`config.mk`:
```
export PLATFORM = sky130hd
export DESIGN_NAME = color_read_scheduler
export DESIGN_NICKNAME = d
export VERILOG_FILES = /design/src/rtl/color_pkg.sv /design/src/rtl/rgb_accumulator.sv /design/src/rtl/color_read_scheduler.sv
export SDC_FILE = /design/constraint.sdc
export NUM_CORES = 1
export LEC_CHECK = 0
export BUFFER_PORTS_ARGS = -buffer_cell sky130_fd_sc_hd__buf_4
export CORE_UTILIZATION = 50
export DETAILED_ROUTE_END_ITERATION = 16
export HOLD_SLACK_MARGIN = 0.03
export PLACE_DENSITY = 0.73
export RECOVER_POWER = 50
export SETUP_SLACK_MARGIN = 0.05
export SYNTH_ARGS = -nofsm -noshare
export SYNTH_HDL_FRONTEND = slang
export SYNTH_SLANG_ARGS = --single-unit
```
`constraint.sdc`:
```
create_clock -name sys_clk -period 2.25 [get_ports sys_clk]
set_input_delay 0.1125 -clock sys_clk [delete_from_list [all_inputs] [get_ports sys_clk]]
set_output_delay 0.1125 -clock sys_clk [all_outputs]
set_load 0.02 [all_outputs]
```
`src/rtl/color_pkg.sv`:
```
// Shared colour-path types: scheduler state encoding and the packed RGB triple
// used by the scheduler, the WS2812 driver and the CLS381 read engine.
package color_pkg;

  localparam int RGB_W = 8;

  typedef struct packed {
    logic [RGB_W-1:0] r;
    logic [RGB_W-1:0] g;
    logic [RGB_W-1:0] b;
  } rgb_t;

  typedef enum logic [2:0] {
    IDLE,
    WAIT_TICK,
    START,
    WAIT_DATA,
    ACCUM,
    PUSH
  } sched_state_t;

endpackage

```
`src/rtl/rgb_accumulator.sv`:
```
// Three per-channel accumulators sized so a full burst of 2^AVG_LOG2 samples
// cannot overflow; avg is the truncating burst mean.
module rgb_accumulator
  import color_pkg::*;
#(
  parameter int AVG_LOG2 = 2
) (
  input  logic clk,
  input  logic rst,
  input  logic clear,
  input  logic add,
  input  rgb_t sample,
  output rgb_t avg
);

  localparam int ACC_W = RGB_W + AVG_LOG2;

  logic [ACC_W-1:0] acc_r;
  logic [ACC_W-1:0] acc_g;
  logic [ACC_W-1:0] acc_b;

  always_ff @(posedge clk) begin
    if (rst || clear) begin
      acc_r <= '0;
      acc_g <= '0;
      acc_b <= '0;
    end else if (add) begin
      acc_r <= acc_r + ACC_W'(sample.r);
      acc_g <= acc_g + ACC_W'(sample.g);
      acc_b <= acc_b + ACC_W'(sample.b);
    end
  end

  always_comb begin
    avg.r = RGB_W'(acc_r >> AVG_LOG2);
    avg.g = RGB_W'(acc_g >> AVG_LOG2);
    avg.b = RGB_W'(acc_b >> AVG_LOG2);
  end

endmodule

```
`src/rtl/color_read_scheduler.sv`:
```
// Periodic CLS381 burst-read scheduler: averages 2^AVG_LOG2 reads per tick and
// hands the result to the WS2812 driver; reports timeout, sensor error, overrun.
module color_read_scheduler
  import color_pkg::*;
#(
  parameter int PERIOD_CYC  = 5_000_000,
  parameter int AVG_LOG2    = 2,
  parameter int TIMEOUT_CYC = 1_000_000
) (
  input  logic             sys_clk,
  input  logic             sys_rst,
  input  logic             enable,
  output logic             sensor_start,
  input  logic             sensor_done,
  input  logic             sensor_err,
  input  logic [RGB_W-1:0] sens_r,
  input  logic [RGB_W-1:0] sens_g,
  input  logic [RGB_W-1:0] sens_b,
  output logic             led_valid,
  input  logic             led_ready,
  output logic [RGB_W-1:0] led_r,
  output logic [RGB_W-1:0] led_g,
  output logic [RGB_W-1:0] led_b,
  output logic             busy,
  output logic             timeout_err,
  output logic             sensor_fail,
  output logic             overrun
);

  localparam int TICK_W = (PERIOD_CYC > 1) ? $clog2(PERIOD_CYC) : 1;
  localparam int TO_W   = (TIMEOUT_CYC > 1) ? $clog2(TIMEOUT_CYC) : 1;
  localparam int IDX_W  = AVG_LOG2 + 1;

  localparam logic [TICK_W-1:0] TICK_LAST = TICK_W'(PERIOD_CYC - 1);
  localparam logic [TO_W-1:0]   TO_LAST   = TO_W'(TIMEOUT_CYC - 1);
  localparam logic [IDX_W-1:0]  BURST_LEN = IDX_W'(1 << AVG_LOG2);

  sched_state_t      state;
  sched_state_t      state_nx;
  logic [TICK_W-1:0] tick_cnt;
  logic [TO_W-1:0]   to_cnt;
  logic [IDX_W-1:0]  sample_idx;
  logic              tick;
  logic              acc_clear;
  logic              acc_add;
  logic              load_led;
  logic              set_timeout;
  logic              set_fail;
  logic              set_overrun;
  rgb_t              sample;
  rgb_t              avg;
  rgb_t              led_q;

  assign tick   = (state != IDLE) && (tick_cnt == TICK_LAST);
  assign sample = {sens_r, sens_g, sens_b};

  rgb_accumulator #(
    .AVG_LOG2(AVG_LOG2)
  ) u_acc (
    .clk   (sys_clk),
    .rst   (sys_rst),
    .clear (acc_clear),
    .add   (acc_add),
    .sample(sample),
    .avg   (avg)
  );

  always_comb begin
    state_nx    = state;
    acc_clear   = 1'b0;
    acc_add     = 1'b0;
    load_led    = 1'b0;
    set_timeout = 1'b0;
    set_fail    = 1'b0;
    // Ticks during a burst or push are flagged and dropped, never queued.
    set_overrun = tick && (state inside {START, WAIT_DATA, ACCUM, PUSH});
    unique case (state)
      IDLE: begin
        if (enable) state_nx = WAIT_TICK;
      end
      WAIT_TICK: begin
        if (!enable) begin
          state_nx = IDLE;
        end else if (tick) begin
          state_nx  = START;
          acc_clear = 1'b1;
        end
      end
      START: state_nx = WAIT_DATA;
      WAIT_DATA: begin
        if (sensor_err) begin
          set_fail = 1'b1;
          state_nx = WAIT_TICK;
        end else if (sensor_done) begin
          acc_add  = 1'b1;
          state_nx = ACCUM;
        end else if (to_cnt == TO_LAST) begin
          set_timeout = 1'b1;
          state_nx    = WAIT_TICK;
        end
      end
      ACCUM: begin
        // avg already includes the sample added on entry to ACCUM.
        if (sample_idx + 1'b1 == BURST_LEN) begin
          load_led = 1'b1;
          state_nx = PUSH;
        end else begin
          state_nx = START;
        end
      end
      PUSH: begin
        if (led_ready) state_nx = WAIT_TICK;
      end
      default: state_nx = IDLE;
    endcase
  end

  always_ff @(posedge sys_clk) begin
    if (sys_rst) begin
      state       <= IDLE;
      tick_cnt    <= '0;
      to_cnt      <= '0;
      sample_idx  <= '0;
      led_q       <= '0;
      timeout_err <= 1'b0;
      sensor_fail <= 1'b0;
      overrun     <= 1'b0;
    end else begin
      state <= state_nx;

      if (state == IDLE || tick) tick_cnt <= '0;
      else                       tick_cnt <= tick_cnt + 1'b1;

      if (state == IDLE || state == START) to_cnt <= '0;
      else if (state == WAIT_DATA)         to_cnt <= to_cnt + 1'b1;

      if (state == IDLE || acc_clear) sample_idx <= '0;
      else if (state == ACCUM)        sample_idx <= sample_idx + 1'b1;

      if (load_led)    led_q       <= avg;
      if (set_timeout) timeout_err <= 1'b1;
      if (set_fail)    sensor_fail <= 1'b1;
      if (set_overrun) overrun     <= 1'b1;
    end
  end

  assign sensor_start = (state == START);
  assign led_valid    = (state == PUSH);
  assign busy         = !(state inside {IDLE, WAIT_TICK});
  assign led_r        = led_q.r;
  assign led_g        = led_q.g;
  assign led_b        = led_q.b;

endmodule

```
Word-level counts from Yosys, hierarchy flattened

Index checks and enable logic that the tools add are counted.

Flip-flop bits (word level): 106
Latch bits: 0
RAM bits: 0
Memory bits (read-only): 0
Input bits: 30
Output and inout bits: 30
Word-level logic and storage cells: 69
Memories kept: 0

$add $sub $neg: 6
Multipliers: 0
Divide/modulo/power cells: 0
Magnitude comparators: 0
Equal/unequal tests: 12
Shifts and indexed selects: 0
Muxes and demuxes: 23
Bitwise operators: 0
Reduce and logical (&&, ||, !) cells: 15

Operators with widths:

| cell                  | count |
|---|---|
| $add 10x8->10         | 3 |
| $mux 3                | 8 |
| $add 23x1->23 const B | 1 |
| $eq 23x23->1 const B  | 1 |
| $add 20x1->20 const B | 1 |
| $eq 20x20->1 const B  | 1 |
| $pmux 3 s6            | 1 |
| $mux 1                | 14 |
| $eq 3x3->1 const B    | 3 |
| $eq 3x2->1 const B    | 2 |
| $reduce_or 2->1       | 3 |
| $logic_or 1x1->1      | 4 |
| $ne 4x4->1 const B    | 1 |
| $reduce_and 4->1      | 1 |
| $reduce_bool 4->1     | 1 |
| $add 3x1->3 const B   | 1 |
| $eq 3x1->1 const B    | 1 |
| $logic_not 3->1       | 1 |
| $ne 3x3->1 const B    | 1 |
| $reduce_bool 3->1     | 1 |
| $logic_and 1x1->1     | 2 |
| $ne 2x1->1 const B    | 1 |
| $ne 2x2->1 const B    | 1 |
| $reduce_bool 2->1     | 1 |
| $logic_not 1->1       | 1 |

Logic depth before layout (Yosys ltp)

Depth in word-level cells: 7
Depth in mapped cells: 9
Depth with buffers taken out: 8

By module

Synthesis repeated with hierarchy kept, for this count alone.

Cell total of the unflattened synthesis: 681
Area total of the unflattened synthesis: 5730.5 um2

Modules (own cells, without submodules):

| module               | instances | cells an instance | area an instance (um2) | sequential area each (um2) |
|---|---|---|---|---|
| color_read_scheduler | 1         | 403               | 3355.7                 | 1521.5 |
| rgb_accumulator      | 1         | 278               | 2374.8                 | 600.6 |

Least setup slack after synthesis

OpenSTA, ideal clock, no wires.

Kind: register to register
Start point: register u_acc.acc_g[0]
End point: register u_acc.acc_g[6]
Arrival: 1.858 ns
Slack: 0.318 ns
Cell stages (with the launch flop): 9
Buffers on the path: 0
Clock period less this slack: 1.932 ns
Path through: dfxtp_1 -> ha_1 -> inv_1 -> fa_1 -> nand2b_1 -> a21oi_1 -> nor2_1 -> or4_1 -> a31oi_1

Longest elaborated chain between the ends: 1

RTL lines:

| item                   | line                  | text |
|---|---|---|
| start, declared        | rgb_accumulator.sv:19 | `logic [ACC_W-1:0] acc_g;` |
| start signal, assigned | rgb_accumulator.sv:29 | `acc_g <= acc_g + ACC_W'(sample.g);` |
| $add 10x8->10          | rgb_accumulator.sv:29 |  |

No other way between the ends.
A chain may end at the register's enable or synchronous reset.

Worst setup path in the final report

Ends and elaborated chain as after synthesis.

==> metrics.txt <==
status=finished, final reports clean; Finish-stage setup viols=0; Worst-path clk slew=0.10 ns; synth warn=0; Setup CP Type=reg2reg; Simple-Gate Fraction of Synth Area=around a quarter; antenna violations before repair=0; GPL Wtd Cong=0.834; CTS tree=built; max cap viols=0; fill count=1,001; Synth Register Bits=106; n_diodes=0; DR vias=4,822; largest family of logic cells by synthesized area=simple AND/OR/NAND/NOR gates; crit path time final=2.10 ns; Area growth syn-to-layout=11.8%; crit-path leading delay family=simple AND/OR/NAND/NOR gates; Root Buffer=clkbuf_8; core area=0.0108 mm^2; Total Wirelength=between 10,000 and 15,000 um; CP max-delay cell=or4_1; Final Hold Fails=0; CP max stage delay=0.41 ns; VDD IR-drop max=516 uV; number of synthesized flops with an enable pin=0; IO Count=60; gr ovfl total=0; Mapped Nets=710; Die Footprint=0.0116 mm^2; Post-Synth Adder-Cell Area=7.37%; Total GRT Usage=22.2%; Synth Area in Compound Gates=16.2%; ratio of cells with drive above 1 in the final layout=a little under an eighth; Setup Skew=0.00681 ns; fraction of registers with async set/reset=0%; post-synthesis sequential area ratio=between 30% and 40%; post-DR wirelength/cell=14.3 um; CP required=2.55 ns; RSZ-0062 raised after global routing=no; Yosys cell types=65; slew margin rel.=43.7%; Nets=roughly 760; DR pass1 iterations=5; f_max=477 MHz; DRC violation total after the first TritonRoute iteration=313; main flop type after synthesis=dfxtp_1; width of the chip=108 um; Slew Viols, Final=0; starting density of the core=between 50% and 60%; PortBufs=59; synthesized area per cell=8.58 um^2; clk buf depth=2; floorplan row count=38; crit end category=flop; leakage=2.33 nW; Worst-Skew Late Latency=0.38 ns; xor and xnor area share after synthesis=approximately 7.7%; Hold Path Class=in2reg; Routed Antenna Nets=0; DRC viols=0; vias in the first global route=4,499; CP Cell Sequence=ha_2 > inv_1 > fa_1 > nand2b_1 > a21oi_2 > nor2_1 > or4_1 > a31oi_1; first-pass GRT wire length=20,400 um; Mapped Area=~0.0056 mm^2; post-layout util=57.4%; Finished Cell Area=0.00623 mm^2; dpl hpwl=approximately 9000 um; mux cell area share after synthesis=0.719%; CP max FO=3; PD cells=549 mW/mm^2; period utilisation layout=93.2%; actual slew at the worst max-slew pin=roughly 0.84 ns; largest net degree at the start of global routing=between 40 and 50; H-tree levels=3; Arr. time, crit path=2.40 ns; CP bufs+invs=1; total CTS buffers=9; Cell Area, Placed=0.00609 mm^2; Startpoint Class=flop; Die H=between 100 and 150 um; Mapped Cells=around 650; setup TNS=0 ns; CTS sink cnt=approximately 110; Via density=5.69
-- sequential cells by signal, indices dropped and copies added (netlist names) --
signal / count
tick_cnt: 23
to_cnt: 20
u_acc.acc_b: 10
u_acc.acc_g: 10
u_acc.acc_r: 10
led_b: 8
led_g: 8
led_r: 8
sample_idx: 3
state: 3
overrun: 1
sensor_fail: 1
timeout_err: 1
-- path summary, 6_finish.rpt --
check,from,end,slack [ns],depth (start not counted)
worst max-delay path,u_acc.acc_g[0]$_SDFFE_PP0P_,u_acc.acc_g[6]$_SDFFE_PP0P_,0.15,8
worst min-delay path,sensor_done,state[1]$_SDFFE_PP0P_,0.05,4
worst max register to register,u_acc.acc_g[0]$_SDFFE_PP0P_,u_acc.acc_g[6]$_SDFFE_PP0P_,0.15,8
worst min register to register,led_g[2]$_SDFFE_PP0N_,led_g[2]$_SDFFE_PP0N_,0.46,2
-- cells in the mapped netlist (5+ instances only) --
| cell | number | area share, % |
|---|---|---|
| dfxtp_1 | 106 | 38 |
| nand2b_1 | 11 | 1.2 |
| inv_1 | 14 | 0.94 |
| xnor2_1 | 15 | 2.4 |
| a21o_1 | 7 | 0.94 |
| a21oi_1 | 57 | 5.1 |
| nand2_1 | 85 | 5.7 |
| o21ai_0 | 12 | 1.1 |
| nor3_1 | 10 | 0.90 |
| nand3_1 | 17 | 1.5 |
| nor2_1 | 82 | 5.5 |
| o211ai_1 | 8 | 1.1 |
| a31oi_1 | 8 | 0.90 |
| ha_1 | 28 | 6.3 |
| xor2_1 | 34 | 5.3 |
| nand4_1 | 17 | 1.9 |
| buf_2 | 12 | 1.1 |
| and3_1 | 8 | 0.90 |
| nand4b_1 | 5 | 0.79 |
| a211oi_1 | 9 | 1.2 |
| o21bai_1 | 7 | 0.94 |
| clkbuf_1 | 9 | 0.61 |
-- per-stage QoR --
| step | total power [mW] | hold WS (ns) | setup WS (ns) | std cells |
|---|---|---|---|---|
| floorplan | 2.11 | 0.253 | 0.318 | 649 |
| global placement | 2.18 | 0.353 | 0.249 | 828 |
| detailed placement | 2.19 | 0.370 | 0.181 | 828 |
| CTS | 3.47 | 0.0375 | 0.157 | 845 |
| global route | 3.57 | 0.0576 | 0.0163 | 847 |
| finish | 3.42 | 0.0540 | 0.153 | 847 |
-- layout make-up --
type	instances	area, um^2	share of cell area [%]
tap	140	175	2.81
timing repair buffer	72	437	7.01
multi-input combinational	499	3220	51.7
clock buffer	9	124	1.99
inverter	14	52.6	0.844
clock inverter	7	93.8	1.51
sequential	106	2120	34.1
-- kinds of logic (layout without fill, tap and decap cells) --
group | Yosys count | in the layout
buf+inv | 44 | 102
compound gates | 137 | 137
mux | 4 | 4
fa+ha+maj | 31 | 31
flops | 106 | 106
simple gates | 278 | 278
xor+xnor | 49 | 49
-- worst min-delay path, cell delays in order --
cell and delay [ns]:
buf_4 0.09, nor3_1 0.05, nand2b_1 0.07, o22ai_1 0.07
-- routing by layer --
metal	up-vias	GRT usage [%]	share of wire, %
met4	0	8.22	1.4
met5	-	0	0
li1	2406	-	-
met1	2303	27.9	45
met2	100	36.6	48
met3	13	5.27	4.6
-- placed cells by master (no fill, tap or decap), drive strengths merged, types with 11 or more instances in the layout --
| cell | netlist | layout |
|---|---|---|
| o21ai | 12 | 12 |
| nand2b | 11 | 11 |
| inv | 14 | 14 |
| nand2 | 85 | 85 |
| nor3 | 14 | 14 |
| nand3 | 17 | 17 |
| nand4 | 18 | 18 |
| a211oi | 12 | 12 |
| xor2 | 34 | 34 |
| clkbuf | 9 | 41 |
| ha | 28 | 28 |
| a21oi | 57 | 57 |
| nor2 | 83 | 83 |
| buf | 21 | 39 |
| dfxtp | 106 | 106 |
| xnor2 | 15 | 15 |
-- where the power goes --
| group | total [mW] | internal [mW] | switching, mW |
|---|---|---|---|
| combinational | 0.248 | 0.104 | 0.144 |
| sequential | 1.90 | 1.88 | 0.0140 |
| clock | 1.27 | 0.624 | 0.650 |
-- timing repair --
item | CTS | global route
endpoints found under the hold margin | 1 | 0
hold buffers | 1 | 0
setup endpoints to repair | 0 | 3
gates resized for setup | 0 | 3
setup buffers | 0 | 2
(Power assumes the default switching activity.)
